===== config.mk =====
export PLATFORM = sky130hd
export DESIGN_NAME = fdiv_seq
export DESIGN_NICKNAME = d
export VERILOG_FILES = /design/src/rtl/fdiv_seq.sv
export SDC_FILE = /design/constraint.sdc
export NUM_CORES = 1
export LEC_CHECK = 0
export CAP_MARGIN = 20
export CORE_MARGIN = 2
export CORE_UTILIZATION = 45
export CTS_CLUSTER_SIZE = 8
export DETAILED_ROUTE_END_ITERATION = 10
export PLACE_DENSITY = 0.66
export SLEW_MARGIN = 10
export SYNTH_ARGS = -nofsm -noshare
export SYNTH_HDL_FRONTEND = slang
export SYNTH_SLANG_ARGS = --single-unit

===== constraint.sdc =====
create_clock -name clk -period 9.9 [get_ports clk]
set_clock_uncertainty 0.1 [all_clocks]
set_input_delay 2.475 -clock clk [delete_from_list [all_inputs] [get_ports clk]]
set_output_delay 2.475 -clock clk [all_outputs]
set_load 0.02 [all_outputs]

===== src/rtl/fdiv_seq.sv =====
// rtl/fdiv_seq.sv - iterative single-precision divider y = x1 / x2, restoring radix-2^STEP
// Define FDIV_SEQ_RNE_EN for round-to-nearest-even; default build rounds half up.
module fdiv_seq #(
    parameter int STEP = 1
) (
    input  logic        clk,
    input  logic        rstn,
    input  logic        in_valid,
    output logic        in_ready,
    input  logic [31:0] x1,
    input  logic [31:0] x2,
    output logic        out_valid,
    input  logic        out_ready,
    output logic [31:0] y,
    output logic        ovf
);
    localparam int N = 26 / STEP;
    localparam logic [4:0] LAST = 5'(N - 1);

    typedef enum logic [1:0] {IDLE, BUSY, PACK, DONE} state_t;

    state_t      state, state_nx;
    logic [31:0] a, b;
    logic [24:0] r, r_nx;
    logic [25:0] q, q_nx;
    logic [4:0]  cnt;
    logic [24:0] my;
    logic [31:0] y_nx;
    logic        ovf_nx;

    always_ff @(posedge clk) begin
        if (!rstn) state <= IDLE;
        else       state <= state_nx;
    end

    always_comb begin
        state_nx  = state;
        in_ready  = 1'b0;
        out_valid = 1'b0;
        case (state)
            IDLE: begin
                in_ready = 1'b1;
                if (in_valid) state_nx = BUSY;
            end
            BUSY: if (cnt == LAST) state_nx = PACK;
            PACK: state_nx = DONE;
            DONE: begin
                out_valid = 1'b1;
                if (out_ready) state_nx = IDLE;
            end
            default: state_nx = IDLE;
        endcase
    end

    assign my = {2'b01, b[22:0]};

    // r stays below 2*my, so 25 bits never overflow across the shift.
    always_comb begin
        r_nx = r;
        q_nx = q;
        for (int i = 0; i < STEP; i++) begin
            if (r_nx >= my) begin
                r_nx = r_nx - my;
                q_nx = {q_nx[24:0], 1'b1};
            end else begin
                q_nx = {q_nx[24:0], 1'b0};
            end
            r_nx = {r_nx[23:0], 1'b0};
        end
    end

    logic              s, nan_a, nan_b, inf_a, inf_b, zero_a, zero_b;
    logic              rnd, inc, carry;
    logic [23:0]       mant;
    logic [22:0]       frac;
    logic signed [9:0] e_base, e_fin;
`ifdef FDIV_SEQ_RNE_EN
    logic              sticky;
`endif

    always_comb begin
        s      = a[31] ^ b[31];
        nan_a  = (a[30:23] == 8'hFF) && (a[22:0] != 23'd0);
        nan_b  = (b[30:23] == 8'hFF) && (b[22:0] != 23'd0);
        inf_a  = (a[30:23] == 8'hFF) && (a[22:0] == 23'd0);
        inf_b  = (b[30:23] == 8'hFF) && (b[22:0] == 23'd0);
        zero_a = (a[30:23] == 8'h00);
        zero_b = (b[30:23] == 8'h00);

        mant   = q[25] ? q[25:2] : q[24:1];
        rnd    = q[25] ? q[1] : q[0];
        e_base = $signed({2'b00, a[30:23]}) - $signed({2'b00, b[30:23]})
               + (q[25] ? 10'sd127 : 10'sd126);
`ifdef FDIV_SEQ_RNE_EN
        sticky = (r != 25'd0) | (q[25] & q[0]);
        inc    = rnd & (sticky | mant[0]);
`else
        inc    = rnd;
`endif
        // An all-ones mantissa wraps the fraction to zero and bumps the exponent.
        carry  = (&mant) & inc;
        frac   = mant[22:0] + {22'd0, inc};
        e_fin  = e_base + {9'd0, carry};

        ovf_nx = 1'b0;
        if (nan_a || nan_b || (zero_a && zero_b) || (inf_a && inf_b)) begin
            y_nx = 32'h7FC0_0000;
        end else if (inf_a) begin
            y_nx = {s, 8'hFF, 23'd0};
        end else if (zero_b) begin
            y_nx   = {s, 8'hFF, 23'd0};
            ovf_nx = 1'b1;
        end else if (inf_b || zero_a) begin
            y_nx = {s, 31'd0};
        end else if (e_fin >= 10'sd255) begin
            y_nx   = {s, 8'hFF, 23'd0};
            ovf_nx = 1'b1;
        end else if (e_fin <= 10'sd0) begin
            y_nx = {s, 31'd0};
        end else begin
            y_nx = {s, e_fin[7:0], frac};
        end
    end

    always_ff @(posedge clk) begin
        if (!rstn) begin
            a   <= '0;
            b   <= '0;
            r   <= '0;
            q   <= '0;
            cnt <= '0;
            y   <= '0;
            ovf <= 1'b0;
        end else begin
            case (state)
                IDLE: if (in_valid) begin
                    a   <= x1;
                    b   <= x2;
                    r   <= {2'b01, x1[22:0]};
                    q   <= '0;
                    cnt <= '0;
                end
                BUSY: begin
                    r   <= r_nx;
                    q   <= q_nx;
                    cnt <= cnt + 5'd1;
                end
                PACK: begin
                    y   <= y_nx;
                    ovf <= ovf_nx;
                end
                default: ;
            endcase
        end
    end
endmodule


; ---- Word level (Yosys, flattened, before mapping)
; Cells that the tools add are included.
[word_totals]
regBits = 155
latchBits = 0
mem_bits_rw = 0
romBits = 0
inputBits = 68
output_inout_bits = 35
word_cells = 78
memories = 0
[classes]
n_addsub = 6
mul = 0
div_mod_pow = 0
order_cmp = 3
eq_ne = 9
shifts = 0
n_mux = 28
n_bitwise = 2
reduce_logical = 22
[ops]
columns = cell, count
row1 = $mux W31, 5
row2 = $pmux W26 S2, 1
row3 = $pmux W25 S2, 1
row4 = $mux W24, 2
row5 = $logic_not A23 Y1, 2
row6 = $reduce_bool A23 Y1, 2
row7 = $mux W32, 1
row8 = $mux W26, 1
row9 = $ge A25 B24 Y1, 1
row10 = $mux W25, 1
row11 = $reduce_and A24 Y1, 1
row12 = $sub A24 B24 Y24, 1
row13 = $add A23 B1 Y23, 1
row14 = $eq A8 B8 Y1 const B, 2
row15 = $logic_not A8 Y1, 2
row16 = $add A10 B1 Y10, 1
row17 = $add A9 B8 Y10, 1
row18 = $ge A10 B9 Y1 const B, 1
row19 = $le A10 B1 Y1 const B, 1
row20 = $mux W1, 10
row21 = $pmux W5 S2, 1
row22 = $sub A8 B8 Y9, 1
row23 = $pmux W2 S4, 1
row24 = $logic_and A1 B1 Y1, 6
row25 = other kinds (14), 23

; ---- Logic depth before layout (Yosys ltp)
; Gate-level depths: netlist of run 1.
[logic_depth]
word_depth = 11
ltp_mapped = 19
mapped_depth_nobuf = 15

; ---- Worst setup path after synthesis of run 1
; No wires, ideal clock.
[synth_timing]
kind = reg-to-reg
start = register q[25]
end = register y[9]
setup_time_ns = 0.123
arrival_ns = 4.256
required_time_ns = 9.677
path_slack_ns = 5.422
stages_incl_launch_ff = 19
n_path_buf = 6
synth_period_minus_slack_ns = 4.478
cell_sequence = dfxtp_1 -> buf_4 -> clkbuf_1 -> buf_1 -> clkbuf_1 -> o211ai_1 -> or3_1 -> nand4b_1 -> fa_1 -> ha_1 -> and2_1 -> nor2_4 -> mux2i_2 -> a2111oi_4 -> or4b_1 -> o211ai_2 -> buf_6 -> buf_12 -> o31ai_1
[synth_via]
elab_chain_cells = 11
elab_cells_between_ends = 16
cone_classes = 3 x add/sub / 2 x order compare / 9 x mux / 1 x bitwise / 1 x reduce/logical
[synth_rtl]
columns = element, line_no
row1 = from (decl), 25  ; logic [25:0] q, q_nx;
row2 = from (signal assigned), 145  ; q <= q_nx;
row3 = "parallel branches: the longest is 6 deep, another holds $add A9 B8 Y10", -
row4 = $mux W31 *, 115  ; end else if (e_fin >= 10'sd255) begin
row5 = $mux W31 *, 113  ; end else if (inf_b || zero_a) begin
row6 = $mux W31 *, 110  ; end else if (zero_b) begin
row7 = $mux W31 *, 108  ; end else if (inf_a) begin
row8 = $mux W32 *, 106  ; if (nan_a || nan_b || (zero_a && zero_b) || (inf_a && inf_b)) begin
row9 = to (signal assigned), 149  ; y <= y_nx;
row10 = to (decl), 14  ; output logic [31:0] y,
; Every way passes the cells marked *.
; A chain may end at the register's enable or synchronous reset.

; ---- Final worst setup path of run 1
[layout_timing]
start = register q[25]
end = register y[21]
; Same word-level chain as after synthesis.

==> run_results.csv, run 1 <==
group,metric,value,unit
run_status,status,"finished clean",
floorplan,num_io_pins,103,
floorplan,row_count,52,
logic_synthesis,ys_warn_count,0,
place,port_buffers,102,
sta,rsz0062_at_grt,"false",
drt,wl_met1,11200,microns
logic_synthesis,synth_top_area_share,32.9,%
sta,hold_viol_final,0,
sta,fin_crit_sh,47.7,%
worst_setup_path,required,10.10,ns
sta,tns,0,ns
logic_synthesis,synth_area,9440,sq um
final_layout,fin_area,11200,sq um
run,drv_cap,0,
logic_synthesis,postSynth.asyncResetShare,0,%
drt,drt_iter0_markers,512,
drt,routed_wl,24000,microns
drt,vias,8561,
global_route,grt_use_total,22.1,%
logic_synthesis,synth_cell_type_count,78,
global_route,antenna_found_initial,0,
worst_setup_path,rr_endpoint,"y[21]$_SDFFE_PN0P_",
global_route,gr-total-overflow,0,
clocking,cts_setup_buffers,0,
pwr,powerDensity,303,nW/um^2
worst_setup_path,critPathMaxFanout,32,
logic_synthesis,synth_area_leaders,"dfxtp_1 (33%), nand2_1 (8.8%), a21boi_0 (5.6%)",
worst_setup_path,rr_startpoint,"q[25]$_SDFFE_PN0P_",
worst_setup_path,timing.critical_path.slowest_stage_cell,"dfxtp_1",
logic_synthesis,synth_common_cells,"nand2_1 (221), dfxtp_1 (155), a21boi_0 (70)",
worst_setup_path,reg2reg_slack,5.18,ns
place,place_area,10600,sq um
global_route,grt_max_degree,72,
worst_setup_path,start_kind,"register",
final_layout,drive_gt1_share,6.60,%
worst_setup_path,path_cells,"buf_4 -> and2_1 -> o2111ai_1 -> nor2_1 -> nand4b_1 -> fa_1 -> ha_1 -> and2_1 -> nor2_4 -> mux2i_2 -> a2111oi_4 -> or4b_1 -> o211ai_2 -> buf_4 -> o41ai_1",
worst_setup_path,path_class,"reg2reg",
clocking,clock_path_buffers,2,
clocking,cts_resized,0,
drt,wl_met2,11400,microns
worst_setup_path,critical-path-top-delay-family,"simple AND/OR/NAND/NOR gates",
worst_setup_path,cp-end-kind,"register",
floorplan,die-area,22200,sq um
clocking,clock_sinks,155,
drt,drt_pre_antenna_iters,6,
floorplan,coreArea,20400,sq um
logic_synthesis,syn_inst,1172,
drt,ant_nets,0,
logic_synthesis,synth_area_per_cell,8.06,sq um
drt,wl_per_cell,15.9,microns
final_layout,syn2layout_area_growth,18.2,%
drt,drcViolationCount,0,
pwr,p_leak,4.05,nW
global_route,grt_pass1_vias,7930,
logic_synthesis,synth_edf_count,0,
clocking,hold_buffers,0,
sta,setup_violations,0,
pwr,vdd_ir_drop_max,0.199,mV
sta,tightest_slew,0.918,ns
clocking,worstSkewPairLatency,0.43,ns
place,routabilityCongestion,0.884,
clocking,tritoncts,"built",
min_path,min_path_type,"reg2reg",
global_route,grt_pass1_wl,39800,microns
logic_synthesis,synth-seq-area-share,32.9,%
sta,clock.fmax,212,MHz
worst_setup_path,cpPeakStageDelay,0.62,ns
logic_synthesis,synth_fp_nets,1283,
drt,routed.top_layer,"met4",
logic_synthesis,synth-main-ff-cell,"dfxtp_1",
clocking,cts_htree_levels,4,
clocking,cts_root_buffer,"clkbuf_16",
sta,period_minus_slack,4.72,ns
min_path,min_from,"y[18]$_SDFFE_PN0P_",
min_path,whs_endpoint,"y[18]$_SDFFE_PN0P_",
drt,routed_via_density,5.66,
place,dp_hpwl,17600,microns
floorplan,start_util,46.2,%
worst_setup_path,rr_worst_depth,15,
logic_synthesis,yosys.area.top_type,"dfxtp_1",
sta,final_max_slew_viol_count,0,
final_layout,nets,1341,
pwr,power,3.38,mW
min_path,whs_path_depth,2,
floorplan,die-width,149,microns
sta,max-slew-margin-rel,38.8,%
floorplan,die_h,149,microns
logic_synthesis,synth.most_common_cell,"nand2_1",
final_layout,diodes,0,
final_layout,multiInputGateArea,5800,sq um
sta,timing.final.ws_setup,5.18,ns
worst_setup_path,critPathBufInv,2,
worst_setup_path,cp.arrival,4.92,ns
final_layout,seq_area,3100,sq um
clocking,clk_pin_slew,0.06,ns
place,place_ws,4.86,ns
drt,met3_length,1180,microns
final_layout,final_util,54.6,%
final_layout,fill_cells,1966,
logic_synthesis,synth_seq_cells,155,
clocking,cts_made_buffers,17,
==> cell families (layout without fill, tap and decap cells) <==
group	count (synthesis)	count (layout)	synth area share (%)
compound gates	328	328	25.7
xor+xnor	40	40	3.95
fa+ha+maj	43	43	5.94
buf+inv	132	202	5.78
flops	155	155	32.9
mux	30	30	3.27
simple gates	444	444	22.5
==> stage by stage <==
| stage | std cells | hold slack (ns) |
|---|---|---|
| floorplan | 1172 | 0.343 |
| global placement | 1480 | 0.337 |
| detailed placement | 1480 | 0.338 |
| CTS | 1511 | 0.352 |
| global route | 1512 | 0.370 |
| finish | 1512 | 0.351 |
==> registers in the layout, indices dropped and copies added (netlist names) <==
register	flops
a	32
r	25
cnt	5
q	26
y	32
ovf	1
state	2
b	32
==> layout by cell type, fill, tap and decap left out, types with 6 or more instances in the layout <==
cell type and count:
nand2_1 220, dfxtp_1 155, clkdlybuf4s50_1 101, a21boi_0 70
inv_1 56, o21ai_0 48, nor2_1 44, nor2b_1 40
ha_1 40, a21oi_1 37, a22oi_1 28, nand3_1 27
mux2i_1 25, nand4_1 25, a22o_1 23, xnor2_1 21
clkbuf_16 17, nor4_1 16, xor2_1 16, a21o_1 14
buf_4 13, o31ai_1 11, nor3_1 11, and2_1 10
nand2b_1 10, o221ai_1 9, o31ai_2 9, a31oi_1 8
o22ai_1 8, or2_2 7, and3_1 7, o211ai_1 6
o41ai_1 6, a211o_1 6
==> routing by layer <==
| layer | vias up | GRT usage (%) |
|---|---|---|
| li1 | 4305 | - |
| met1 | 3984 | 29.9 |
| met2 | 252 | 37.3 |
| met3 | 20 | 3.21 |
| met4 | 0 | 5.33 |
| met5 | - | 0 |
==> cell type report <==
class | count | area share (%)
clock inverters | 10 | 1.05
clock buffers | 21 | 4.21
multi-input cells | 885 | 52.0
flip-flops and latches | 155 | 27.8
inverters | 56 | 1.88
well taps | 270 | 3.03
repair buffers | 115 | 10.1
==> worst min-delay path, cell delays in order, from the launching register on <==
cell and delay [ns]:
dfxtp_1 0.32, nand2_1 0.05, o31ai_1 0.05
==> power by group <==
group / switching (mW) / internal [mW] / total [mW]
logic: 1.17 / 0.731 / 1.90
clock network: 0.266 / 0.390 / 0.655
registers: 0.0881 / 0.733 / 0.821
total: 1.52 / 1.85 / 3.38
==> worst max-delay path by stage <==
stage                                   from                 end  slack [ns]  depth (start not counted)
after floorplan           q[25]$_SDFFE_PN0P_   y[9]$_SDFFE_PN0P_        5.42                         18
after global placement              in_valid  r[20]$_SDFFE_PN0P_        4.97                          8
after detailed placement  q[25]$_SDFFE_PN0P_  y[21]$_SDFFE_PN0P_        4.86                         13
after CTS                 q[25]$_SDFFE_PN0P_  y[14]$_SDFFE_PN0P_        4.85                         13
after global routing      q[25]$_SDFFE_PN0P_  y[19]$_SDFFE_PN0P_        4.81                         15
final                     q[25]$_SDFFE_PN0P_  y[21]$_SDFFE_PN0P_        5.18                         15
(Power assumes the default switching activity.)
==> inputs of run 2 (changes only) <==
--- a/config.mk
+++ b/config.mk
@@ -10,7 +10,7 @@
 export CORE_UTILIZATION = 45
 export CTS_CLUSTER_SIZE = 8
 export DETAILED_ROUTE_END_ITERATION = 10
-export PLACE_DENSITY = 0.66
+export PLACE_DENSITY = 0.68
 export SLEW_MARGIN = 10
 export SYNTH_ARGS = -nofsm -noshare
 export SYNTH_HDL_FRONTEND = slang
==> constraint.sdc (replaced) <==
create_clock -name clk -period 4.3 [get_ports clk]
set_clock_uncertainty 0.1 [all_clocks]
set_input_delay 1.075 -clock clk [delete_from_list [all_inputs] [get_ports clk]]
set_output_delay 1.075 -clock clk [all_outputs]
set_load 0.02 [all_outputs]
==> run 2 against run 1 <==
Net effect: non-clock buffer count increased by 12; sequential power up 130%; die area is the same; register-to-register slack got worse by 5.0 ns; setup slack got worse by 5.0 ns; cell area is 2.2% higher; core utilization up 1.2 points; total power increased by 140%; via count about the same; wire length increased by 2.3%; largest power group unchanged.
==> run_results.csv, run 2 (synthesis results as in run 1) <==
group,metric,value,unit
sta,hold_viol_final,0,
clocking,clock_sinks,155,
drt,ant_nets,0,
sta,tightest_slew,0.871,ns
floorplan,row_count,52,
clocking,tritoncts,"built",
floorplan,coreArea,20400,sq um
global_route,grt_use_total,22.5,%
final_layout,diodes,0,
floorplan,die_h,149,microns
worst_setup_path,cp.arrival,4.28,ns
worst_setup_path,path_cells,"nand3_1 -> nor2_1 -> o211ai_1 -> or3_1 -> nand4b_1 -> fa_2 -> ha_1 -> and2_1 -> nor2_4 -> mux2i_2 -> a2111oi_4 -> or4b_4 -> o211ai_4 -> clkbuf_16 -> o22ai_1",
pwr,vdd_ir_drop_max,0.393,mV
worst_setup_path,critPathMaxFanout,9,
drt,drt_pre_antenna_iters,6,
worst_setup_path,critPathBufInv,1,
drt,routed_via_density,5.62,
place,port_buffers,102,
pwr,powerDensity,717,nW/um^2
floorplan,die-width,149,microns
worst_setup_path,required,4.49,ns
global_route,gr-total-overflow,0,
worst_setup_path,rr_worst_depth,15,
sta,max-slew-margin-rel,41.9,%
worst_setup_path,critical_path_cell_count,15,
worst_setup_path,cp-end-kind,"register",
drt,drcViolationCount,0,
clocking,cts_setup_buffers,0,
place,dp_hpwl,17600,microns
clocking,clock_path_buffers,2,
place,place_ws,0.229,ns
worst_setup_path,start_kind,"register",
worst_setup_path,reg2reg_slack,0.22,ns
final_layout,nets,1353,
sta,clock.fmax,245,MHz
final_layout,layout_common_cells,"nand2_1 (220), dfxtp_1 (155), clkdlybuf4s50_1 (101), a21boi_0 (70), inv_1 (56)",
min_path,whs_path_depth,2,
pwr,power,8.18,mW
sta,final_max_slew_viol_count,0,
clocking,clk_pin_slew,0.07,ns
clocking,cts_root_buffer,"clkbuf_16",
final_layout,reg_top3,"a (32), b (32), y (32)",
sta,period_minus_slack,4.08,ns
floorplan,num_io_pins,103,
worst_setup_path,timing.critical_path.slowest_stage_cell,"or4b_4",
final_layout,final_common_cell,"nand2_1",
sta,tns,0,ns
sta,setup_violations,0,
sta,timing.final.ws_setup,0.217,ns
global_route,grt_pass1_wl,40500,microns
final_layout,syn2layout_area_growth,20.8,%
floorplan,die-area,22200,sq um
drt,wl_per_cell,16.1,microns
drt,drt_iter0_markers,475,
drt,routed_wl,24500,microns
min_path,min_path_type,"reg2reg",
sta,fin_crit_sh,94.9,%
pwr,p_leak,4.19,nW
run,drv_cap,0,
floorplan,start_util,46.2,%
drt,vias,8569,
worst_setup_path,critical-path-top-delay-family,"simple AND/OR/NAND/NOR gates",
run_status,status,"finished clean",
worst_setup_path,cpPeakStageDelay,0.52,ns
sta,rsz0062_at_grt,"false",
clocking,cts_made_buffers,17,
clocking,cts_htree_levels,4,
clocking,worstSkewPairLatency,0.43,ns
global_route,antenna_found_initial,0,
final_layout,drive_gt1_share,7.89,%
worst_setup_path,path_class,"reg2reg",
place,routabilityCongestion,0.860,
global_route,grt_max_degree,101,
global_route,grt_pass1_vias,8163,
## run 2: final cells by class
cell class              count  area, sq um
clock buffers              20          467
multi-input cells         885         5820
fillers                  1930         9020
inverters                  56          210
clock inverters            12          211
flip-flops and latches    155         3100
repair buffers            127         1260
well taps                 270          338
## run 2: where the power goes
group	internal [mW]	leakage [nW]	switching (mW)
clock	1.08	0.325	0.627
combinational	1.85	2.60	2.74
sequential	1.69	1.26	0.195
total	4.62	4.19	3.57
## run 2: worst register-to-register path, delay by kind of cell (launching register included)
kind | cells | cell delay [ns]
compound gates | 4 | 0.71
buf+inv | 1 | 0.22
fa+ha+maj | 2 | 0.64
mux | 1 | 0.08
flops | 1 | 0.48
simple gates | 7 | 1.71
## run 2: through the flow
stage	cells	hold WS [ns]	util [%]	cell area [sq um]
floorplan	1172	0.343	-	9450
global placement	1491	0.339	52.3	10700
detailed placement	1491	0.343	52.3	10700
CTS	1523	0.357	55.6	11400
global route	1525	0.366	55.9	11400
finish	1525	0.353	55.9	11400
## run 2: worst paths after layout
check	from	endpoint
setup reg to reg	q[18]$_SDFFE_PN0P_	y[26]$_SDFFE_PN0P_
hold / removal	y[13]$_SDFFE_PN0P_	y[13]$_SDFFE_PN0P_
hold reg to reg	y[13]$_SDFFE_PN0P_	y[13]$_SDFFE_PN0P_
setup / recovery	q[18]$_SDFFE_PN0P_	y[26]$_SDFFE_PN0P_
## run 2: per-layer routing
metal	vias up	part of all wire (%)	track usage, %
li1	4318	-	-
met1	3982	47	30.2
met2	227	46	36.7
met3	42	5.0	4.04
met4	0	2.3	7.76
met5	-	0	0
## run 2: repair_timing
action,in CTS,in global routing
resized for setup,0,4
endpoints found under the hold margin,0,0
endpoints found under the setup margin,0,29
hold buffers,0,0
==> inputs of run 3 (changes only) <==
--- a/config.mk
+++ b/config.mk
@@ -5,12 +5,13 @@
 export SDC_FILE = /design/constraint.sdc
 export NUM_CORES = 1
 export LEC_CHECK = 0
+export ABC_CLOCK_PERIOD_IN_PS = 4300
 export CAP_MARGIN = 20
 export CORE_MARGIN = 2
 export CORE_UTILIZATION = 45
 export CTS_CLUSTER_SIZE = 8
 export DETAILED_ROUTE_END_ITERATION = 10
-export PLACE_DENSITY = 0.68
+export PLACE_DENSITY = 0.7
 export SLEW_MARGIN = 10
 export SYNTH_ARGS = -nofsm -noshare
 export SYNTH_HDL_FRONTEND = slang
==> run 3 against run 2 <==
Net effect: via count increased by 1.3%; sequential power barely moved; highest routed layer unchanged; core utilization fell by 0.17 points; fmax shrank 0.16%; sequential share of layout area increased by 0.11 points; final cell count increased by 0.26%.
==> run_results.csv, run 3 (synthesis results as in run 1) <==
group,metric,value,unit
run_status,status,"finished clean",
drt,wl_per_cell,15.8,microns
final_layout,layout_common_cells,"nand2_1 (220), dfxtp_1 (153), clkdlybuf4s50_1 (101), a21boi_0 (70), inv_1 (56)",
sta,max-slew-margin-rel,46.3,%
final_layout,final_common_cell,"nand2_1",
final_layout,diodes,0,
min_path,min_path_type,"reg2reg",
global_route,grt_max_degree,56,
clocking,worstSkewPairLatency,0.43,ns
clocking,cts_made_buffers,17,
pwr,powerDensity,707,nW/um^2
worst_setup_path,critPathMaxFanout,13,
drt,drt_pre_antenna_iters,6,
clocking,tritoncts,"built",
floorplan,die_h,149,microns
floorplan,start_util,46.2,%
drt,drcViolationCount,0,
clocking,cts_root_buffer,"clkbuf_16",
clocking,clock_sinks,155,
floorplan,num_io_pins,103,
place,routabilityCongestion,0.868,
worst_setup_path,start_kind,"register",
sta,hold_viol_final,0,
clocking,clk_pin_slew,0.06,ns
drt,vias,8681,
final_layout,fill_cells,1956,
sta,setup_violations,0,
drt,ant_nets,0,
place,port_buffers,102,
sta,tns,0,ns
pwr,p_leak,4.18,nW
final_layout,nets,1358,
place,dp_hpwl,17500,microns
floorplan,row_count,52,
drt,routed_via_density,5.68,
floorplan,die-area,22200,sq um
clocking,cts_htree_levels,4,
sta,timing.final.ws_setup,0.211,ns
sta,clock.fmax,245,MHz
final_layout,reg_top3,"a (32), b (32), y (32)",
run,drv_cap,0,
worst_setup_path,cp.arrival,4.29,ns
worst_setup_path,required,4.50,ns
sta,final_max_slew_viol_count,0,
clocking,clock_path_buffers,2,
floorplan,coreArea,20400,sq um
global_route,gr-total-overflow,0,
floorplan,die-width,149,microns
worst_setup_path,cp-end-kind,"register",
global_route,grt_use_total,22.3,%
worst_setup_path,path_class,"reg2reg",
pwr,vdd_ir_drop_max,0.410,mV
sta,fin_crit_sh,95.1,%
sta,tightest_slew,0.795,ns
global_route,grt_pass1_vias,8170,
place,place_ws,0.106,ns
global_route,grt_pass1_wl,40600,microns
final_layout,drive_gt1_share,8.18,%
drt,routed_wl,24200,microns
sta,period_minus_slack,4.09,ns
drt,drt_iter0_markers,601,
pwr,power,8.04,mW
final_layout,syn2layout_area_growth,20.5,%
global_route,antenna_found_initial,0,
run 3: cell types whose count changed in the layout (fill, tap and decap cells not counted), sizes merged:
| cell | change |
|---|---|
| bufinv | -2 |
| clkbuf | +1 |
| clkinv | +2 |
| inv | -1 |
| clkinvlp | -1 |
| buf | +5 |
run 3: worst paths after layout:
kind	from	to	slack [ns]	cells after the start
worst min register to register	y[12]$_SDFFE_PN0P_	y[12]$_SDFFE_PN0P_	0.36	2
worst max register to register	q[25]$_SDFFE_PN0P_	y[19]$_SDFFE_PN0P_	0.21	16
worst min-delay path	y[12]$_SDFFE_PN0P_	y[12]$_SDFFE_PN0P_	0.36	2
worst max-delay path	q[25]$_SDFFE_PN0P_	y[19]$_SDFFE_PN0P_	0.21	16
run 3: metrics by stage:
step                utilization [%]  cells  cell area (sq um)  hold slack (ns)
detailed placement             52.4   1495              10700            0.347
global placement               52.4   1495              10700            0.345
CTS                            55.4   1526              11300            0.359
finish                         55.7   1529              11400            0.356
floorplan                         -   1172               9450            0.343
global route                   55.7   1529              11400            0.382
run 3: cell type report:
type | instances | area [sq um] | area share (%)
multi-input cells | 885 | 5820 | 51.1
clock buffers | 21 | 460 | 4.05
flip-flops and latches | 155 | 3110 | 27.3
clock inverters | 10 | 143 | 1.25
well taps | 270 | 338 | 2.97
inverters | 56 | 210 | 1.85
repair buffers | 132 | 1300 | 11.4
run 3: report_power, final:
group	switching, mW	internal (mW)	total [mW]
clock	0.616	0.943	1.56
sequential	0.198	1.69	1.89
combinational	2.74	1.86	4.60
total	3.55	4.49	8.04
run 3: timing repair:
item	CTS	global route
resized for setup	0	6
hold buffers	0	0
hold endpoints to repair	0	0
endpoints found under the setup margin	0	31
buffers inserted	0	1
run 3: critical path: stages, from the launching register on:
cell       delay, ns
dfxtp_2         0.39
nor2b_2         0.15
a21oi_1         0.05
nor2_1          0.14
o211ai_1        0.13
or3_1           0.38
nand4b_1        0.23
fa_2            0.40
ha_1            0.25
and2_1          0.21
nor2_4          0.09
mux2i_2         0.09
a2111oi_4       0.39
or4b_4          0.52
o211ai_4        0.16
clkbuf_16       0.22
o41ai_1         0.08
run 3: metal layers:
| layer | track usage, % | wire length [microns] | vias up |
|---|---|---|---|
| li1 | - | - | 4326 |
| met4 | 5.95 | 408 | 0 |
| met1 | 30.3 | 11400 | 4084 |
| met5 | 0 | 0 | - |
| met3 | 3.94 | 1230 | 34 |
| met2 | 36.8 | 11100 | 237 |
